### src/rtl/instr_fetch_queue_pkg.sv
// rtl/instr_fetch_queue_pkg.sv - shared types and constants for the fetch stage
package instr_fetch_queue_pkg;

  localparam logic [31:0] NOP_INSTR = 32'h00000013;

  typedef enum logic [6:0] {
    OPC_LOAD   = 7'b0000011,
    OPC_FENCE  = 7'b0001111,
    OPC_IMM    = 7'b0010011,
    OPC_AUIPC  = 7'b0010111,
    OPC_STORE  = 7'b0100011,
    OPC_REG    = 7'b0110011,
    OPC_LUI    = 7'b0110111,
    OPC_BRANCH = 7'b1100011,
    OPC_JALR   = 7'b1100111,
    OPC_JAL    = 7'b1101111,
    OPC_SYSTEM = 7'b1110011
  } rv32i_opcode;

  typedef struct packed {
    logic [31:0] pc;
    logic [31:0] instr;
  } fetch_entry_t;

  typedef enum logic [1:0] {
    IDLE,
    REQ,
    DISCARD
  } fetch_state_t;

  function automatic logic [31:0] word_align(input logic [31:0] addr);
    return {addr[31:2], 2'b00};
  endfunction

endpackage

### src/rtl/instr_fetch_queue_if.sv
// rtl/instr_fetch_queue_if.sv - imem, redirect and decode handshakes of the fetch stage
interface instr_fetch_queue_if;
  import instr_fetch_queue_pkg::*;

  logic        imem_read;
  logic [31:0] imem_address;
  logic        imem_resp;
  logic [31:0] imem_rdata;
  logic        redirect;
  logic [31:0] redirect_pc;
  logic        dec_ready;
  logic        dec_valid;
  logic [31:0] dec_instr;
  logic [31:0] dec_pc;
  rv32i_opcode dec_opcode;
  logic [2:0]  dec_funct3;
  logic [6:0]  dec_funct7;

  modport master (
    output imem_read, imem_address,
    input  imem_resp, imem_rdata,
    input  redirect, redirect_pc,
    input  dec_ready,
    output dec_valid, dec_instr, dec_pc, dec_opcode, dec_funct3, dec_funct7
  );

  modport slave (
    input  imem_read, imem_address,
    output imem_resp, imem_rdata,
    output redirect, redirect_pc,
    output dec_ready,
    input  dec_valid, dec_instr, dec_pc, dec_opcode, dec_funct3, dec_funct7
  );

endinterface

### src/rtl/fetch_queue.sv
// rtl/fetch_queue.sv - power-of-2 FIFO of fetched {pc, instr} entries with flush
module fetch_queue
  import instr_fetch_queue_pkg::*;
#(
  parameter int DEPTH = 4
) (
  input  logic                       clk,
  input  logic                       rst_n,
  input  logic                       push,
  input  fetch_entry_t               push_entry,
  input  logic                       pop,
  input  logic                       flush,
  output logic [$clog2(DEPTH+1)-1:0] count,
  output fetch_entry_t               head
);

  localparam int PW = $clog2(DEPTH);
  localparam int CW = $clog2(DEPTH+1);

  fetch_entry_t  mem_q [DEPTH];
  logic [PW-1:0] wptr_q, wptr_d;
  logic [PW-1:0] rptr_q, rptr_d;
  logic [CW-1:0] count_q, count_d;

  // Pointers are exactly log2(DEPTH) wide, so they wrap without a compare.
  always_comb begin
    wptr_d  = wptr_q;
    rptr_d  = rptr_q;
    count_d = count_q;
    if (flush) begin
      wptr_d  = '0;
      rptr_d  = '0;
      count_d = '0;
    end else begin
      if (push) wptr_d = wptr_q + PW'(1);
      if (pop)  rptr_d = rptr_q + PW'(1);
      case ({push, pop})
        2'b10:   count_d = count_q + CW'(1);
        2'b01:   count_d = count_q - CW'(1);
        default: count_d = count_q;
      endcase
    end
  end

  always_ff @(posedge clk or negedge rst_n) begin
    if (!rst_n) begin
      wptr_q  <= '0;
      rptr_q  <= '0;
      count_q <= '0;
    end else begin
      wptr_q  <= wptr_d;
      rptr_q  <= rptr_d;
      count_q <= count_d;
    end
  end

  always_ff @(posedge clk) begin
    if (push && !flush) mem_q[wptr_q] <= push_entry;
  end

  assign count = count_q;
  assign head  = mem_q[rptr_q];

endmodule

### src/rtl/instr_fetch_queue.sv
// rtl/instr_fetch_queue.sv - fetch PC, single-outstanding imem FSM and decode-facing queue head
module instr_fetch_queue
  import instr_fetch_queue_pkg::*;
#(
  parameter logic [31:0] RESET_PC    = 32'h00000060,
  parameter int          QUEUE_DEPTH = 4
) (
  input  logic                clk,
  input  logic                rst_n,
  instr_fetch_queue_if.master bus
);

  localparam int CW = $clog2(QUEUE_DEPTH+1);
  localparam logic [CW:0] DEPTH_W = (CW+1)'(QUEUE_DEPTH);

  fetch_state_t  state_q, state_d;
  logic [31:0]   fetch_pc_q, fetch_pc_d;
  logic [31:0]   addr_q, addr_d;
  logic [CW-1:0] count;
  logic [CW:0]   count_after_push;
  fetch_entry_t  head;
  fetch_entry_t  push_entry;
  logic          dec_valid;
  logic          pop;
  logic          push;
  logic [31:0]   target_pc;
  logic [31:0]   dec_instr;

  assign target_pc  = word_align(bus.redirect_pc);
  assign dec_valid  = (count != '0);
  assign pop        = dec_valid && bus.dec_ready && !bus.redirect;
  assign push       = bus.imem_resp && (state_q == REQ) && !bus.redirect;
  assign push_entry = '{pc: addr_q, instr: bus.imem_rdata};

  // Occupancy once this response lands; the in-flight slot is already reserved.
  assign count_after_push = {1'b0, count} + (CW+1)'(1) - (CW+1)'(pop);

  always_comb begin
    state_d = state_q;
    case (state_q)
      IDLE: begin
        if (bus.redirect || ({1'b0, count} < DEPTH_W)) state_d = REQ;
      end
      REQ: begin
        if (bus.imem_resp) begin
          state_d = (bus.redirect || (count_after_push < DEPTH_W)) ? REQ : IDLE;
        end else if (bus.redirect) begin
          state_d = DISCARD;
        end
      end
      DISCARD: begin
        if (bus.imem_resp) state_d = REQ;
      end
      default: state_d = IDLE;
    endcase
  end

  always_comb begin
    fetch_pc_d = fetch_pc_q;
    if (bus.redirect)  fetch_pc_d = target_pc;
    else if (push)     fetch_pc_d = fetch_pc_q + 32'd4;
  end

  // The address is frozen while a handshake is open, even across a redirect.
  always_comb begin
    addr_d = fetch_pc_d;
    if ((state_q != IDLE) && !bus.imem_resp) addr_d = addr_q;
  end

  always_ff @(posedge clk or negedge rst_n) begin
    if (!rst_n) begin
      state_q    <= IDLE;
      fetch_pc_q <= RESET_PC;
      addr_q     <= RESET_PC;
    end else begin
      state_q    <= state_d;
      fetch_pc_q <= fetch_pc_d;
      addr_q     <= addr_d;
    end
  end

  fetch_queue #(
    .DEPTH (QUEUE_DEPTH)
  ) u_queue (
    .clk        (clk),
    .rst_n      (rst_n),
    .push       (push),
    .push_entry (push_entry),
    .pop        (pop),
    .flush      (bus.redirect),
    .count      (count),
    .head       (head)
  );

  assign dec_instr      = dec_valid ? head.instr : NOP_INSTR;
  assign bus.imem_read    = (state_q != IDLE);
  assign bus.imem_address = addr_q;
  assign bus.dec_valid    = dec_valid;
  assign bus.dec_instr    = dec_instr;
  assign bus.dec_pc       = dec_valid ? head.pc : 32'h0;
  assign bus.dec_opcode   = rv32i_opcode'(dec_instr[6:0]);
  assign bus.dec_funct3   = dec_instr[14:12];
  assign bus.dec_funct7   = dec_instr[31:25];

endmodule
### src/flat_wrapper.sv
// flat-port wrapper written by rule: the top's interface ports become plain ports
module instr_fetch_queue_flat import instr_fetch_queue_pkg::*;
#(
  parameter logic [31:0] RESET_PC    = 32'h00000060,
  parameter int          QUEUE_DEPTH = 4
)
  (clk, rst_n, bus_imem_read, bus_imem_address, bus_imem_resp, bus_imem_rdata, bus_redirect, bus_redirect_pc, bus_dec_ready, bus_dec_valid, bus_dec_instr, bus_dec_pc, bus_dec_opcode, bus_dec_funct3, bus_dec_funct7);
  instr_fetch_queue_if bus_i ();
  input  logic clk;
  input  logic rst_n;
  output wire logic [$bits(bus_i.imem_read)-1:0] bus_imem_read;
  output wire logic [$bits(bus_i.imem_address)-1:0] bus_imem_address;
  input wire logic [$bits(bus_i.imem_resp)-1:0] bus_imem_resp;
  input wire logic [$bits(bus_i.imem_rdata)-1:0] bus_imem_rdata;
  input wire logic [$bits(bus_i.redirect)-1:0] bus_redirect;
  input wire logic [$bits(bus_i.redirect_pc)-1:0] bus_redirect_pc;
  input wire logic [$bits(bus_i.dec_ready)-1:0] bus_dec_ready;
  output wire logic [$bits(bus_i.dec_valid)-1:0] bus_dec_valid;
  output wire logic [$bits(bus_i.dec_instr)-1:0] bus_dec_instr;
  output wire logic [$bits(bus_i.dec_pc)-1:0] bus_dec_pc;
  output wire logic [$bits(bus_i.dec_opcode)-1:0] bus_dec_opcode;
  output wire logic [$bits(bus_i.dec_funct3)-1:0] bus_dec_funct3;
  output wire logic [$bits(bus_i.dec_funct7)-1:0] bus_dec_funct7;
  assign bus_imem_read = bus_i.imem_read;
  assign bus_imem_address = bus_i.imem_address;
  assign bus_i.imem_resp = bus_imem_resp;
  assign bus_i.imem_rdata = bus_imem_rdata;
  assign bus_i.redirect = bus_redirect;
  assign bus_i.redirect_pc = bus_redirect_pc;
  assign bus_i.dec_ready = bus_dec_ready;
  assign bus_dec_valid = bus_i.dec_valid;
  assign bus_dec_instr = bus_i.dec_instr;
  assign bus_dec_pc = bus_i.dec_pc;
  assign bus_dec_opcode = bus_i.dec_opcode;
  assign bus_dec_funct3 = bus_i.dec_funct3;
  assign bus_dec_funct7 = bus_i.dec_funct7;
  instr_fetch_queue #(.RESET_PC(RESET_PC), .QUEUE_DEPTH(QUEUE_DEPTH)) u_core (.clk(clk), .rst_n(rst_n), .bus(bus_i));
endmodule
### config.mk
export PLATFORM = sky130hd
export DESIGN_NAME = instr_fetch_queue_flat
export DESIGN_NICKNAME = d
export VERILOG_FILES = /design/src/rtl/instr_fetch_queue_pkg.sv /design/src/rtl/instr_fetch_queue_if.sv /design/src/rtl/fetch_queue.sv /design/src/rtl/instr_fetch_queue.sv /design/src/flat_wrapper.sv
export SDC_FILE = /design/constraint.sdc
export NUM_CORES = 1
export LEC_CHECK = 0
export CORE_MARGIN = 2
export CORE_UTILIZATION = 60
export CTS_CLUSTER_SIZE = 40
export DETAILED_ROUTE_END_ITERATION = 8
export DONT_BUFFER_PORTS = 1
export GPL_TIMING_DRIVEN = 0
export PLACE_DENSITY = 0.74
export RECOVER_POWER = 100
export SETUP_SLACK_MARGIN = 0.15
export SLEW_MARGIN = 20
export SYNTH_ARGS = -nofsm -noshare
export SYNTH_HDL_FRONTEND = slang
export SYNTH_SLANG_ARGS = --single-unit
export TNS_END_PERCENT = 5
### constraint.sdc
create_clock -name clk -period 3.2 [get_ports clk]
set_input_delay 0.96 -clock clk [delete_from_list [all_inputs] [get_ports clk]]
set_output_delay 0.96 -clock clk [all_outputs]
set_load 0.01 [all_outputs]
* Word level (Yosys, flattened, before mapping)
Memories as Yosys holds them, arrays and structs flattened.
Cells that the tools add are included.
** Word-level totals
- Register bits :: 73
- Bits in writable memories :: 256
- Bits of input ports :: 69
- Output and inout bits :: 115
- Word-level logic and storage cells :: 58
- Memories kept :: 1
** Cells by class
- $add $sub $neg :: 7
- Order comparisons :: 2
- Equal/unequal tests :: 7
- Multiplexer cells :: 18
- Reduce and logical (&&, ||, !) cells :: 17
** Memory list
- u_core.u_queue.mem_q :: depth 4, bits a word 64, read ports 1, clocked after memory_dff 0, wr ports 1, line fetch_queue.sv:20 : fetch_entry_t mem_q [DEPTH];
** Operators by type and width (number)
- $mux 32 :: 4
- $add 32x3->32 const B :: 1
- $mux 2 :: 8
- $logic_and 1x1->1 :: 6
- $pmux 2 s3 :: 1
- $pmux 3 s2 :: 1
- $reduce_bool 2->1 :: 3
- $reduce_bool 3->1 :: 2
- $add 2x1->2 const B :: 2
- $add 3x1->4 const B :: 1
- $eq 2x1->1 const B :: 2
- $eq 2x2->1 const B :: 2
- $lt 4x3->1 const B :: 1
- $sub 4x1->4 :: 1
- $add 3x1->3 const B :: 1
- $lt 3x3->1 const B :: 1
- $mux 1 :: 3
- $mux 3 :: 1
- $ne 3x3->1 const B :: 1
- $reduce_and 3->1 :: 1
- $sub 3x1->3 const B :: 1
- $logic_not 1->1 :: 2
- $logic_not 2->1 :: 1
- $logic_or 1x1->1 :: 2
- other kinds (2) :: 2

* Logic depth before layout (Yosys ltp)
Gate-level depths: netlist (run 1).
- Word-level depth :: 9
- Gate-level depth with buffers :: 8
- Depth with buffers taken out :: 8

* Hierarchy
Synthesis (run 1) repeated with hierarchy kept, for this count alone.
** Unflattened totals
- Cell total of the unflattened synthesis :: 782
- Area, all modules :: 13598.0 µm²
** Modules (own cells, without submodules)
- fetch_queue :: instances 1, cells an instance 375, area an instance 9656.8 µm², seq. area each 7862.5 µm²
- instr_fetch_queue :: instances 1, cells an instance 407, area an instance 3941.3 µm², seq. area each 1656.6 µm²

* Worst setup path before layout (run 1)
No wires, ideal clock.
- Path type :: in2reg
- From :: in bus_imem_resp
- To :: mem u_core.u_queue.mem_q[0][0] (netlist name), enable pin
- Library setup time :: 429 ps
- Arrival time :: 3155 ps
- Required time :: 2771 ps
- Setup slack :: -384 ps
- Cell stages on the path :: 4
- Path buffers :: 2
- Path through :: clkbuf_1 nor4bb_1 buf_2 and2_1
** On the way
- Longest elaborated chain between the ends :: 5
** RTL lines
- start, declared :: line flat_wrapper.sv:13 : input wire logic [$bits(bus_i.imem_resp)-1:0] bus_imem_resp;
- $logic_and 1x1->1 (2 in series) :: line instr_fetch_queue.sv:32 : assign push = bus.imem_resp && (state_q == REQ) && !bus.redirect;
- $logic_and 1x1->1 :: line fetch_queue.sv:58 : if (push && !flush) mem_q[wptr_q] <= push_entry;
- $mux 1 :: line fetch_queue.sv:58
- $mux 1 (implied by the code) :: line fetch_queue.sv:58
- end, declared :: line fetch_queue.sv:20
No other way between the ends.

* Worst setup path in the final report (run 1)
- From :: reg u_core.u_queue.rptr_q[0]
- To :: out bus_dec_pc[30]
** On the way
- Longest elaborated chain between the ends :: 2
** RTL lines
- start, declared :: line fetch_queue.sv:22 : logic [PW-1:0] rptr_q, rptr_d;
- start signal, assigned :: line fetch_queue.sv:52 : rptr_q <= rptr_d;
- $mem_v2 4x64
- $mux 32 :: line instr_fetch_queue.sv:100 : assign bus.dec_pc = dec_valid ? head.pc : 32'h0;
- end, declared :: line flat_wrapper.sv:20 : output wire logic [$bits(bus_i.dec_pc)-1:0] bus_dec_pc;
No other way between the ends.

==> results of run 1 <==
## logic make-up after synthesis
family	Yosys count	synth area share [%]
AOI/OAI and AO/OA	46	2.48
xor gates and xnor gates	29	1.88
adders and majority gates	6	0.610
DFF	329	70.4
muxes	92	13.0
buffers and inverters	65	2.39
and+or+nand+nor	211	9.31
## path summary, 6_finish.rpt
kind                                               end  cells past startpoint                      from
setup / recovery                        bus_dec_pc[30]                      4  u_core.u_queue.rptr_q[0]
hold / removal              u_core.bus.imem_address[2]                      0                     rst_n
setup reg to reg           u_core.u_queue.mem_q[0][33]                      5         u_core.state_q[1]
hold reg to reg                   u_core.fetch_pc_q[0]                      1      u_core.fetch_pc_q[0]
max in group asynchronous         u_core.fetch_pc_q[5]                      0                     rst_n
min in group clk                  u_core.fetch_pc_q[0]                      1      u_core.fetch_pc_q[0]
## layer usage
layer  GRT usage (%)  vias to the layer above  wire (um)  share of wire [%]
li1                -                     3106          -                  -
met1            30.3                     3633      10900                 39
met2            39.6                      254      14000                 50
met3            6.82                       51       2220                8.0
met4            6.68                        0        599                2.2
met5               0                        -          0                  0
## cells in the final DEF, fill, tap and decap left out, drive strengths merged, types with 8 or more instances in the layout
| cell type | netlist | layout |
|---|---|---|
| nand3 | 14 | 14 |
| o21ai | 14 | 14 |
| xor2 | 15 | 15 |
| a221o | 14 | 14 |
| inv | 7 | 8 |
| clkinv | 1 | 14 |
| xnor2 | 14 | 14 |
| and2 | 67 | 67 |
| nor4 | 11 | 11 |
| clkbuf | 26 | 90 |
| buf | 31 | 22 |
| edfxtp | 256 | 256 |
| nand4 | 11 | 11 |
| mux2 | 26 | 26 |
| nor2 | 20 | 20 |
| nand2 | 39 | 39 |
| nor3 | 11 | 11 |
| and3 | 16 | 16 |
| a21oi | 8 | 8 |
| dfrtp | 69 | 69 |
| mux4 | 64 | 64 |
## power by group
part	switching [uW]	internal [uW]	leakage [uW]	total, uW
registers	417	5100	0.00321	5510
clock network	1570	2190	0.000523	3750
logic	1740	1300	0.00140	3050
total	3730	8590	0.00513	12300
## area by class of cell
cell class,instances,area (um2)
multi-input combinational,384,3660
clock inverter,17,115
inverter,8,35.0
sequential,329,9520
antenna,1,2.50
tap,280,350
buffer,57,325
clock buffer,43,948
timing repair buffer,12,153
fill,1449,6850
## what timing repair did
action,4_1_cts,5_1_grt
setup endpoints to repair,83,48
buffers inserted,3,4
pin swaps,1,0
cloned,0,1
gates resized for setup,37,19
## through the flow
| stage | hold WS (ps) | instances | utilization, % |
|---|---|---|---|
| 4_1_cts | 130 | 1125 | 69.0 |
| 2_1_floorplan | 480 | 778 | - |
| 3_5_place_dp | 516 | 1062 | 63.6 |
| 5_1_grt | 126 | 1131 | 68.8 |
| 3_3_place_gp | 505 | 1058 | 63.2 |
| 6_report | 144 | 1131 | 68.8 |
## sequential cells by signal, summed over array words and instances, names as in the netlist
signal,count
u_core.u_queue.rptr_q,2
u_core.bus.imem_address,32
u_core.state_q,2
u_core.u_queue.wptr_q,2
u_core.u_queue.count,3
u_core.u_queue.mem_q,256
u_core.fetch_pc_q,32
==> results.md, run 1 <==
- The number of endpoints with negative hold slack in the final report is 0.
- The final cell area excluding filler cells is ~15,000 um2.
- The area of the mapped netlist is about 14,000 um2.
- The first routing iteration left 640 violations.
- The slowest library cell on the worst path is sky130_fd_sc_hd__mux4_2.
- The critical path contains buffers and inverters numbering 2 combined.
- In the post-synthesis netlist, the biggest area contributors are sky130_fd_sc_hd__edfxtp_1 57%, sky130_fd_sc_hd__dfrtp_1 13%, sky130_fd_sc_hd__mux4_2 11%.
- The aggregate routed wire length is 27,700 um.
- STA puts the critical path data arrival time at ~2100 ps.
- By count the netlist is led by 256 x sky130_fd_sc_hd__edfxtp_1, 69 x sky130_fd_sc_hd__dfrtp_1, 67 x sky130_fd_sc_hd__and2_1, 64 x sky130_fd_sc_hd__mux4_2, 39 x sky130_fd_sc_hd__nand2_1.
- The detail route stage leaves a number of antenna-violating nets equal to 0.
- The number of antenna violations at the first check in global routing came to 2.
- The final critical-path required period is around 3100 ps.
- The final critical path takes up roughly 97% of the cycle.
- Detailed routing inserted a total of between 7,000 and 8,000 vias.
- Entering global routing, the biggest net connects 74 pins.
- After clock tree synthesis, the clock-pin slew on the worst setup and hold paths is around 60 ps.
- The final setup violation count is 0.
- Along the worst path, the maximum fanout reaches 10.
- Clock latency on the worst-skew pair, taken at its later pin, is a little over 500 ps.
- The die outline height is 154 um.
- The top-area cell type share of the netlist area is roughly 57%.
- The clock passes through at most 3 buffers.
- The cell count after synthesis came out at 778.
- The endpoint class of the critical path is a primary output.
- Global routing finished with a remaining overflow of 0.
- The initial core utilization is about 62%.
- The setup path with the least slack is of type register to primary output.
- The number of slew-limit violations in the final report is 0.
- The worst setup slack for register-to-register paths is just under 300 ps.
- The root buffer selected by CTS is sky130_fd_sc_hd__clkbuf_16.
- The number of rows in the core area is 54.
- Synthesis inferred approximately 330 register bits.
- The first global-routing pass estimated ~42,000 um of wire.
- The total area inside the core boundary comes to approximately 22,000 um2.
- In this run, synthesis inferred 256 flip-flops with an integrated enable.
- The number of detailed-route iterations in the first pass is 5.
- The number of nets in the final layout is ~900.
- For the pin with the worst max-slew slack, the measured transition is about 900 ps.
- Setup repair after global routing could not meet its margin everywhere.
- A synthesized cell averages 17.4 um2.
- Routability-driven placement finished with a final weighted congestion of 0.895.
- The port buffer count is 0.
- The required time of the critical path is around 2200 ps.
- The TritonCTS sink count is 329.
- The number of buffers added to fix hold violations after cts is 0.
- Among all cell types in the netlist, the one instantiated most often is sky130_fd_sc_hd__edfxtp_1.
- OpenSTA, run right after detailed placement, puts the worst setup slack at -232 ps.
- The headroom to the max-slew limit is slightly below 40%.
- When the netlist entered floorplanning its net count stood at between 800 and 900.
- The proportion of synthesized chip area in sequential cells is a little over two thirds.
- The via-per-instance ratio is between 6 and 7.
- The CTS tree is built.
- The Yosys step of the flow raised 0 warnings.
- IR analysis of the VDD net gives a maximum drop of about 0.0005 V.
- The share of post-route cells with drive strength above 1 is a little under a quarter.
- Counting flops with an async set or reset pin after synthesis yields a share of 22.2%.
- The netlist uses 53 different library cells.
- The average routed wire per standard cell is 24.5 um.
- Grouping stages by cell kind, the critical path spends the most delay in multiplexers.
- The startpoint kind of the worst setup timing path is a register.
- The flow ran to the end, and the final reports show no timing, DRC or antenna violations.
- The overall die area is roughly 24,000 um2.
- The horizontal die dimension is roughly 150 um.
- The worst path meets setup with 101 ps of slack.
- The power per cell area is 815 nW/um2.
- The post-placement cell area is 14,000 um2.
- The max capacitance violation total is 0.
- The via count of the first global-routing pass is between 7,000 and 8,000.
- The HPWL after detailed placement is approximately 18,000 um.
- Traced cell by cell, the critical path runs through buf_12, buf_4, mux4_2, and2_1.
- The min-delay analysis places its worst path in the category input pin to asynchronous set/reset pin.
- For this run, design rule violations remaining after detail routing come to 0.
- The final sum of negative setup slack is 0 ps.
- The H-tree was split into 2 levels.
- The final total power is about 12,000 uW.
- In this run the static leakage power is around 0.0051 uW.
- The area growth from synthesis to layout is 11.7%.
- The setup clock skew after layout is approximately 14 ps.
- The number of top-level design ports is ~180.
- The predominant post-synthesis flop cell is sky130_fd_sc_hd__edfxtp_1.
- The total CTS buffers is 34.
- The largest total area in the synthesized netlist belongs to sky130_fd_sc_hd__edfxtp_1.
- Across every metal layer, demand over resource in global routing totals 23.5%.
- The highest attainable clock frequency is between 300 and 400 MHz.
- The longest individual stage delay on the worst path is roughly 580 ps.
Note: power is estimated with default switching activity, not from simulation.
==> run 2: changes to the inputs <==
- CELL_PAD_IN_SITES_DETAIL_PLACEMENT: unset -> 1
- CELL_PAD_IN_SITES_GLOBAL_PLACEMENT: unset -> 1
- CORE_UTILIZATION: 60 -> 54
- PLACE_DENSITY: 0.74 -> 0.78
==> results.md, run 2 (synthesis results as in run 1) <==
- The flow ran to the end, and the final reports show no timing, DRC or antenna violations.
- The power per cell area came to 812 nW/um2 (-0.31%).
- The number of buffers added to fix hold violations after cts is 0 (unchanged).
- The TritonCTS sink count is 329 (unchanged).
- The number of vias in the routed layout is 7,103 (+0.84%).
- The static leakage is 0.00516 uW (+0.67%).
- The worst register-to-register path ends at u_core.bus.imem_address[22].
- The required time of the critical path is 2240 ps (about the same).
- The area taken by multi-input logic gates is 3650 um2 (-0.27%).
- The final total power is 12,400 uW (+0.31%).
- The number of rows in the core area is 57 (+5.6%).
- The final critical-path required period came to 3110 ps (+10.3 ps).
- The share of post-route cells with drive strength above 1 is 23.0% (+0.27 points).
- The met3 track demand over resource is 6.54% (-0.28 points).
- The flip-flop and latch area came to 9520 um2 (unchanged).
- The setup clock skew after layout is 17.8 ps (+4.28 ps).
- The global route total overflow was 0 (unchanged).
- The overall routing resource usage is 23.6% (+0.033 points).
- The aggregate routed wire length is 30,400 um (+9.5%).
- The remaining design rule violation count was 0 (unchanged).
- The worst setup slack after layout is 90.4 ps (-10.3 ps).
- met2 is the most crowded layer.
- Setup repair after global routing could not meet its margin everywhere.
- The register with the highest flop count is u_core.u_queue.mem_q.
- The tree is rooted in a sky130_fd_sc_hd__clkbuf_16.
- The launch point of the worst reg-to-reg path is u_core.state_q[0].
- The wire length of the first global-routing pass is 46,300 um (+9.5%).
- The final clock period utilization by the worst path was 97.2% (+0.32 points).
- The worst setup path is launched from a register.
- The maximum VDD drop is 0.000522 V (+3.0%).
- The number of detailed-route iterations in the first pass was 5 (unchanged).
- From synthesis to final layout, the design area changed by 12.4%.
- The slowest library cell on the worst path is sky130_fd_sc_hd__mux4_2.
- The core area is 24,500 um2 (+11%).
- The headroom to the max-slew limit is 34.3% (-5.4 points).
- The overall die area came to 26,300 um2 (+11%).
- The family with the most delay on the worst path is multiplexers.
- STA classifies the critical path endpoint as a primary output.
- The global-route met1 utilization is 29.2% (-1.0 points).
- The via-per-instance ratio is 6.03 (-3.1%).
- The horizontal die dimension is 162 um (+5.3%).
- The smallest hold slack is 153 ps (+9.32 ps).
- The port buffer count was 0 (unchanged).
- The clock-pin slew of the registers on the worst-case setup and hold paths came to 60 ps (about the same).
- The filler cell count is 2,131 (+47%).
- The actual transition at the worst max-transition pin is 984 ps (+81.0 ps).
- The number of antenna-violating nets in the routed design is 0 (unchanged).
- The number of H-tree branching levels is 2 (unchanged).
- The flip-flop count of the largest register after layout is 256 (unchanged).
- The worst setup slack for register-to-register paths is 250 ps (-40 ps).
- The most numerous cell on the critical path is sky130_fd_sc_hd__buf_12.
- The via count of the first global-routing pass is 7,754 (+4.3%).
- The number of top-level design ports is 184 (unchanged).
- The final sum of negative setup slack is 0 ps (unchanged).
- The critical path goes through buf_12, buf_12, mux4_2, and2_1, buf_4.
- The global-route met2 utilization is 41.2% (+1.6 points).
- The number of nets in the final layout is 904 (+0.33%).
- TritonCTS built the clock tree.
- The placed wire-length estimate after detailed placement is 20,400 um (+13%).
- The class of the tightest hold or removal check is input pin to asynchronous set/reset pin.
- The number of buffers on the longest clock path came to 3 (unchanged).
- The arrival time at the worst endpoint came to 2150 ps (about the same).
- The number of DRC markers in iteration 0 came to 472 (-26%).
- The highest attainable clock frequency came to 322 MHz (-0.33%).
- The maximum number of pins on one net before global-route repair is 74 (unchanged).
- The leading cell type in the layout, fill and taps excluded is sky130_fd_sc_hd__edfxtp_1.
- The count of antenna diodes in the layout came to 0 (-1).
- The library cells used most frequently in the layout, excluding fill and tap cells, are 256 x sky130_fd_sc_hd__edfxtp_1, 68 x sky130_fd_sc_hd__dfrtp_1, 64 x sky130_fd_sc_hd__mux4_2, 41 x sky130_fd_sc_hd__and2_0, 41 x sky130_fd_sc_hd__clkbuf_1.
- The number of antenna violations at the first check in global routing is 0 (-2).
- The buffer and inverter count on the worst path was 3 (+1).
- The start-to-end type of the worst setup path is register to primary output.
- The initial core utilization is 55.3% (-6.3 points).
- The number of slew-limit violations in the final report was 0 (unchanged).
- The placer's final routability congestion estimate was 0.881 (-1.5%).
- The final setup violation count is 0 (unchanged).
- The max capacitance violation total is 0 (unchanged).
- The path depth of the worst reg2reg path was 6 (+1).
- The number of endpoints with negative hold slack in the final report is 0 (unchanged).
- The total CTS buffers is 34 (unchanged).
- The minimum setup slack after placement is -311 ps (-79.3 ps).
- The longest individual stage delay on the worst path was 520 ps (-60 ps).
- The die outline height is 162 um (+5.3%).
- The peak fanout along the critical path came to 9 (-1).
- The clock latency at the later pin of the worst-skew pair is 510 ps (about the same).
- The average routed wire per standard cell is 25.8 um (+5.2%).
==> run 2: where the power goes <==
group | leakage, uW | switching (uW) | internal (uW)
logic | 0.00144 | 1800 | 1340
registers | 0.00321 | 426 | 5100
clock network | 0.000514 | 1550 | 2130
total | 0.00516 | 3780 | 8570
==> run 2: worst max path at each step <==
stage                                  start                     endpoint  slack [ps]  depth (start not counted)
finish              u_core.u_queue.rptr_q[0]            bus_dec_instr[27]          90                          5
global route        u_core.u_queue.rptr_q[0]                bus_dec_pc[7]          30                          3
CTS                 u_core.u_queue.rptr_q[0]            bus_dec_instr[14]          90                          5
detailed placement              bus_redirect      u_core.u_queue.count[2]        -310                          8
global placement               bus_imem_resp  u_core.u_queue.mem_q[2][60]       -1650                          4
floorplan                      bus_imem_resp   u_core.u_queue.mem_q[1][0]        -380                          4
==> run 2: stage by stage <==
step	area [um2]	cells	util, %
after floorplan	13500	778	-
after global placement	13900	1102	57.0
after detailed placement	14100	1106	57.4
after CTS	15300	1172	62.5
after global routing	15200	1177	62.2
final	15200	1177	62.2
==> run 2: area by class of cell <==
type	count	area share (%)
flip-flops and latches	329	62.6
multi-input cells	384	24.0
clock buffers	44	6.11
clock inverters	16	0.699
well taps	324	2.67
repair buffers	15	1.43
inverters	8	0.230
plain buffers	57	2.23
==> run 2: timing repair <==
item,CTS,global route
setup endpoints to repair,84,45
resized for setup,51,4
buffers inserted,5,5
endpoints found under the hold margin,0,0
gates cloned,1,0
pin swaps,1,0
==> run 2: per-layer routing <==
metal / vias up / share of wire [%]
li1: 3099 / -
met1: 3719 / 39
met2: 237 / 52
met3: 48 / 7.2
met4: 0 / 1.8
met5: - / 0
==> run 3: changes to the inputs <==
- ABC_AREA: unset -> 1
- PLACE_DENSITY: 0.78 -> 0.83
- clock period: 3.2 -> 3.8 ns (I/O delays scaled with it)
==> results.md, run 3 <==
- The launch point of the worst reg-to-reg path is u_core.state_q[0].
- The count of flip-flops with a built-in enable after synthesis is 256 (unchanged).
- The post-placement cell area is 14,600 um2 (+3.7%).
- Walking the worst path, the cells encountered are clkbuf_2, clkbuf_2, nor2_1, nor2_1, o21ai_0, a21oi_1, buf_4.
- The final sum of negative setup slack is 0 ps (unchanged).
- The endpoint class of the critical path is a primary output.
- The overall die area is 27,000 um2 (+2.7%).
- The number of setup buffers added after CTS is 0 (-5).
- STA classifies the critical path startpoint as a register.
- The maximum VDD drop is 0.000428 V (-18%).
- The number of antenna violations at the first check in global routing is 1 (+1).
- The TritonCTS sink count came to 329 (unchanged).
- The port buffer count is 0 (unchanged).
- The setup clock skew after layout is 20.5 ps (+2.72 ps).
- The number of rows in the core area came to 58 (+1.8%).
- The flow ran to the end, and the final reports show no timing, DRC or antenna violations.
- The proportion of synthesized chip area in sequential cells is 68.5% (-1.9 points).
- The total CTS buffers is 35 (+2.9%).
- The number of vias in the routed layout is 10,042 (+41%).
- The wire length of the first global-routing pass was 61,300 um (+32%).
- The number of endpoints with negative hold slack in the final report is 0 (unchanged).
- The placer's final routability congestion estimate is 0.930 (+5.5%).
- The area taken by multi-input logic gates is 3770 um2 (+3.3%).
- The number of placed instances, taps included is 1,629 (+47%).
- The area of the mapped netlist is 13,900 um2 (+2.8%).
- The headroom to the max-slew limit was 9.21% (-25 points).
- The longest individual stage delay on the worst path is 420 ps (-100 ps).
- The number of buffers added to fix hold violations after cts is 0 (unchanged).
- The via count of the first global-routing pass was 10,893 (+40%).
- The count of mapped cells out of synthesis came to 1,289 (+66%).
- The most instantiated library cell after synthesis is sky130_fd_sc_hd__nor2_1.
- The flip-flop and latch area came to 9520 um2 (about the same).
- The routed design could run at a clock period as short as about 3700 ps.
- The number of antenna-violating nets in the routed design came to 0 (unchanged).
- The slowest library cell on the worst path is sky130_fd_sc_hd__dfrtp_1.
- The number of DRC markers in iteration 0 is 870 (+84%).
- The number of library cell types mapped by synthesis came to 43 (-19%).
- The number of buffers on the longest clock path came to 3 (unchanged).
- The core area was 25,300 um2 (+3.2%).
- The initial core utilization came to 55.1% (-0.24 points).
- The synthesized net count is 1,364 (+60%).
- The final setup violation count is 0 (unchanged).
- After synthesis, the cell types taking the most area are sky130_fd_sc_hd__edfxtp_1 55%, sky130_fd_sc_hd__dfrtp_1 12%, sky130_fd_sc_hd__nor2_1 7.9%.
- In the synthesized netlist the dominant register cell turns out to be sky130_fd_sc_hd__edfxtp_1.
- The top cell types in the final layout, fill and taps aside, are 294 x sky130_fd_sc_hd__nor2_1, 256 x sky130_fd_sc_hd__edfxtp_1, 190 x sky130_fd_sc_hd__nand2_1, 135 x sky130_fd_sc_hd__o21ai_0, 69 x sky130_fd_sc_hd__dfrtp_1.
- The minimum setup slack after placement is 306 ps (+618 ps).
- The final clock period utilization by the worst path is between 90% and 100%.
- The synthesized area per cell was 10.8 um2 (-38%).
- The maximum number of pins on one net before global-route repair is 74 (unchanged).
- The actual transition at the worst max-transition pin came to 1360 ps (+377 ps).
- The max capacitance violation total is 0 (unchanged).
- By startpoint and endpoint, the worst setup path is classified as register to primary output.
- The number of slew-limit violations in the final report is 0 (unchanged).
- The count of yosys warnings during synthesis is 0 (unchanged).
- The overall routing resource usage is 30.4% (+6.8 points).
- The leading cell type in the layout, fill and taps excluded is sky130_fd_sc_hd__nor2_1.
- The clock latency at the later pin of the worst-skew pair is 520 ps (about the same).
- The top-area cell type share of the netlist area is 55.3% (-1.5 points).
- The remaining design rule violation count is 0 (unchanged).
- The root buffer selected by CTS is sky130_fd_sc_hd__clkbuf_16.
- The class of the tightest hold or removal check is input pin to asynchronous set/reset pin.
- The clock-pin slew of the registers on the worst-case setup and hold paths is 70 ps (about the same).
- The via-per-instance ratio is 5.96 (-1.3%).
- The number of non-filler instances in the completed layout was 1,686 (+43%).
- The library cell with the largest summed area after synthesis is sky130_fd_sc_hd__edfxtp_1.
- The power per cell area is 690 nW/um2 (-15%).
- The signed area change from the synthesized netlist to the final layout is 11.4%.
- The die outline height is 164 um (+1.4%).
- The horizontal die dimension is 164 um (+1.4%).
- The static leakage was 0.00579 uW (+12%).
- The worst setup slack after layout is 142 ps (+51.7 ps).
- The number of nets in the final layout was 1,411 (+56%).
- The placed wire-length estimate after detailed placement is 27,300 um (+34%).
- The number of H-tree branching levels was 2 (unchanged).
- The arrival time at the worst endpoint is 2520 ps (+370 ps).
- Setup repair after global routing could not meet its margin everywhere.
- The average routed wire per standard cell is 24.4 um (-5.3%).
- TritonCTS built the clock tree.
- For this run, the top clock speed supported by timing is about 270 MHz.
- The filler cell count is 2,663 (+25%).
- The number of top-level design ports came to 184 (unchanged).
- The peak fanout along the critical path is 10 (+1).
- The register with the highest flop count is u_core.u_queue.mem_q.
- The share of post-route cells with drive strength above 1 was 9.37% (-14 points).
- The required time of the critical path is 2660 ps (+420 ps).
- The critical path starts at u_core.u_queue.rptr_q[0].
- The number of detailed-route iterations in the first pass came to 5 (unchanged).
- The global route total overflow was 0 (unchanged).
- The post-synthesis register bit count is 329 (unchanged).
- The final cell area excluding filler cells is 15,500 um2 (+1.9%).
- The final total power was 10,700 uW (-13%).
- The count of antenna diodes in the layout is 0 (unchanged).
- The async set-reset flop share out of synthesis is 22.2% (unchanged).
- The aggregate routed wire length came to 41,200 um (+36%).
- By count the netlist is led by 293 x sky130_fd_sc_hd__nor2_1, 256 x sky130_fd_sc_hd__edfxtp_1, 190 x sky130_fd_sc_hd__nand2_1, 131 x sky130_fd_sc_hd__o21ai_0, 69 x sky130_fd_sc_hd__dfrtp_1.
- The flip-flop count of the largest register after layout came to 256 (unchanged).
-- run 3: changes by cell type in the layout (fill, tap and decap cells not counted), sizes merged, moves of 16 or more --
cell    delta
nor2     +284
nand2    +153
o21ai    +122
and2      -66
mux4      -64
a21oi     +58
inv       +45
nand3     +44
clkbuf    +26
mux2      -26
and3      -16
-- run 3: final cells by class --
| cell class | instances | area share [%] |
|---|---|---|
| Clock buffer | 43 | 6.10 |
| Timing Repair Buffer | 10 | 0.993 |
| Sequential cell | 329 | 61.4 |
| Tap cell | 330 | 2.66 |
| Inverter | 50 | 1.23 |
| Multi-Input combinational cell | 828 | 24.3 |
| Buffer | 82 | 2.34 |
| Clock inverter | 14 | 0.904 |
-- run 3: layer usage --
metal | global-route usage, % | up-vias | part of all wire (%) | wire [um]
met5 | 0 | - | 0.032 | 13
met4 | 13.8 | 2 | 3.7 | 1530
met3 | 6.68 | 110 | 7.4 | 3040
met2 | 52.8 | 427 | 51 | 21000
met1 | 36.2 | 5027 | 38 | 15600
li1 | - | 4476 | - | -
-- run 3: metrics by stage --
stage                     utilization, %  hold WS [ps]
final                               61.4           310
after global routing                61.4           297
after CTS                           62.1           297
after detailed placement            57.7           503
after global placement              56.7           469
after floorplan                        -           459
-- run 3: path summary, 6_finish.rpt --
check	cells past startpoint	slack, ps	to
worst max-delay path	7	140	bus_dec_instr[28]
worst min-delay path	0	310	u_core.bus.imem_address[13]
worst max register to register	4	760	u_core.u_queue.mem_q[0][2]
worst min register to register	2	500	u_core.fetch_pc_q[1]
max in group asynchronous	0	3270	u_core.bus.imem_address[5]
min in group clk	2	500	u_core.fetch_pc_q[1]
-- run 3: report_power, final --
| group | internal (uW) | total (uW) | leakage, uW | switching [uW] |
|---|---|---|---|---|
| registers | 4340 | 4760 | 0.00319 | 418 |
| clock network | 1910 | 3300 | 0.000533 | 1390 |
| logic | 631 | 2640 | 0.00206 | 2010 |
| total | 6880 | 10700 | 0.00579 | 3820 |
-- run 3: kinds of logic after synthesis --
logic type / count (synthesis) / share of synthesized area (%)
adder cells (fa/ha/maj): 6 / 0.594
AO/OA/AOI/OAI: 228 / 8.75
buffers and inverters: 132 / 4.19
flip-flops: 329 / 68.5
AND/OR/NAND/NOR: 585 / 17.4
XOR/XNOR: 9 / 0.567
-- run 3: critical path, delay by kind of cell, from the launching register on --
family                 cells  cell delay [ps]
buffers and inverters      3              870
flip-flops                 1              420
AND/OR/NAND/NOR            2              200
AO/OA/AOI/OAI              2              510
-- run 3: what timing repair did --
action	in CTS	in global routing
gates resized for setup	17	17
setup endpoints to repair	78	43
hold endpoints to repair	0	0
pin swaps	0	0
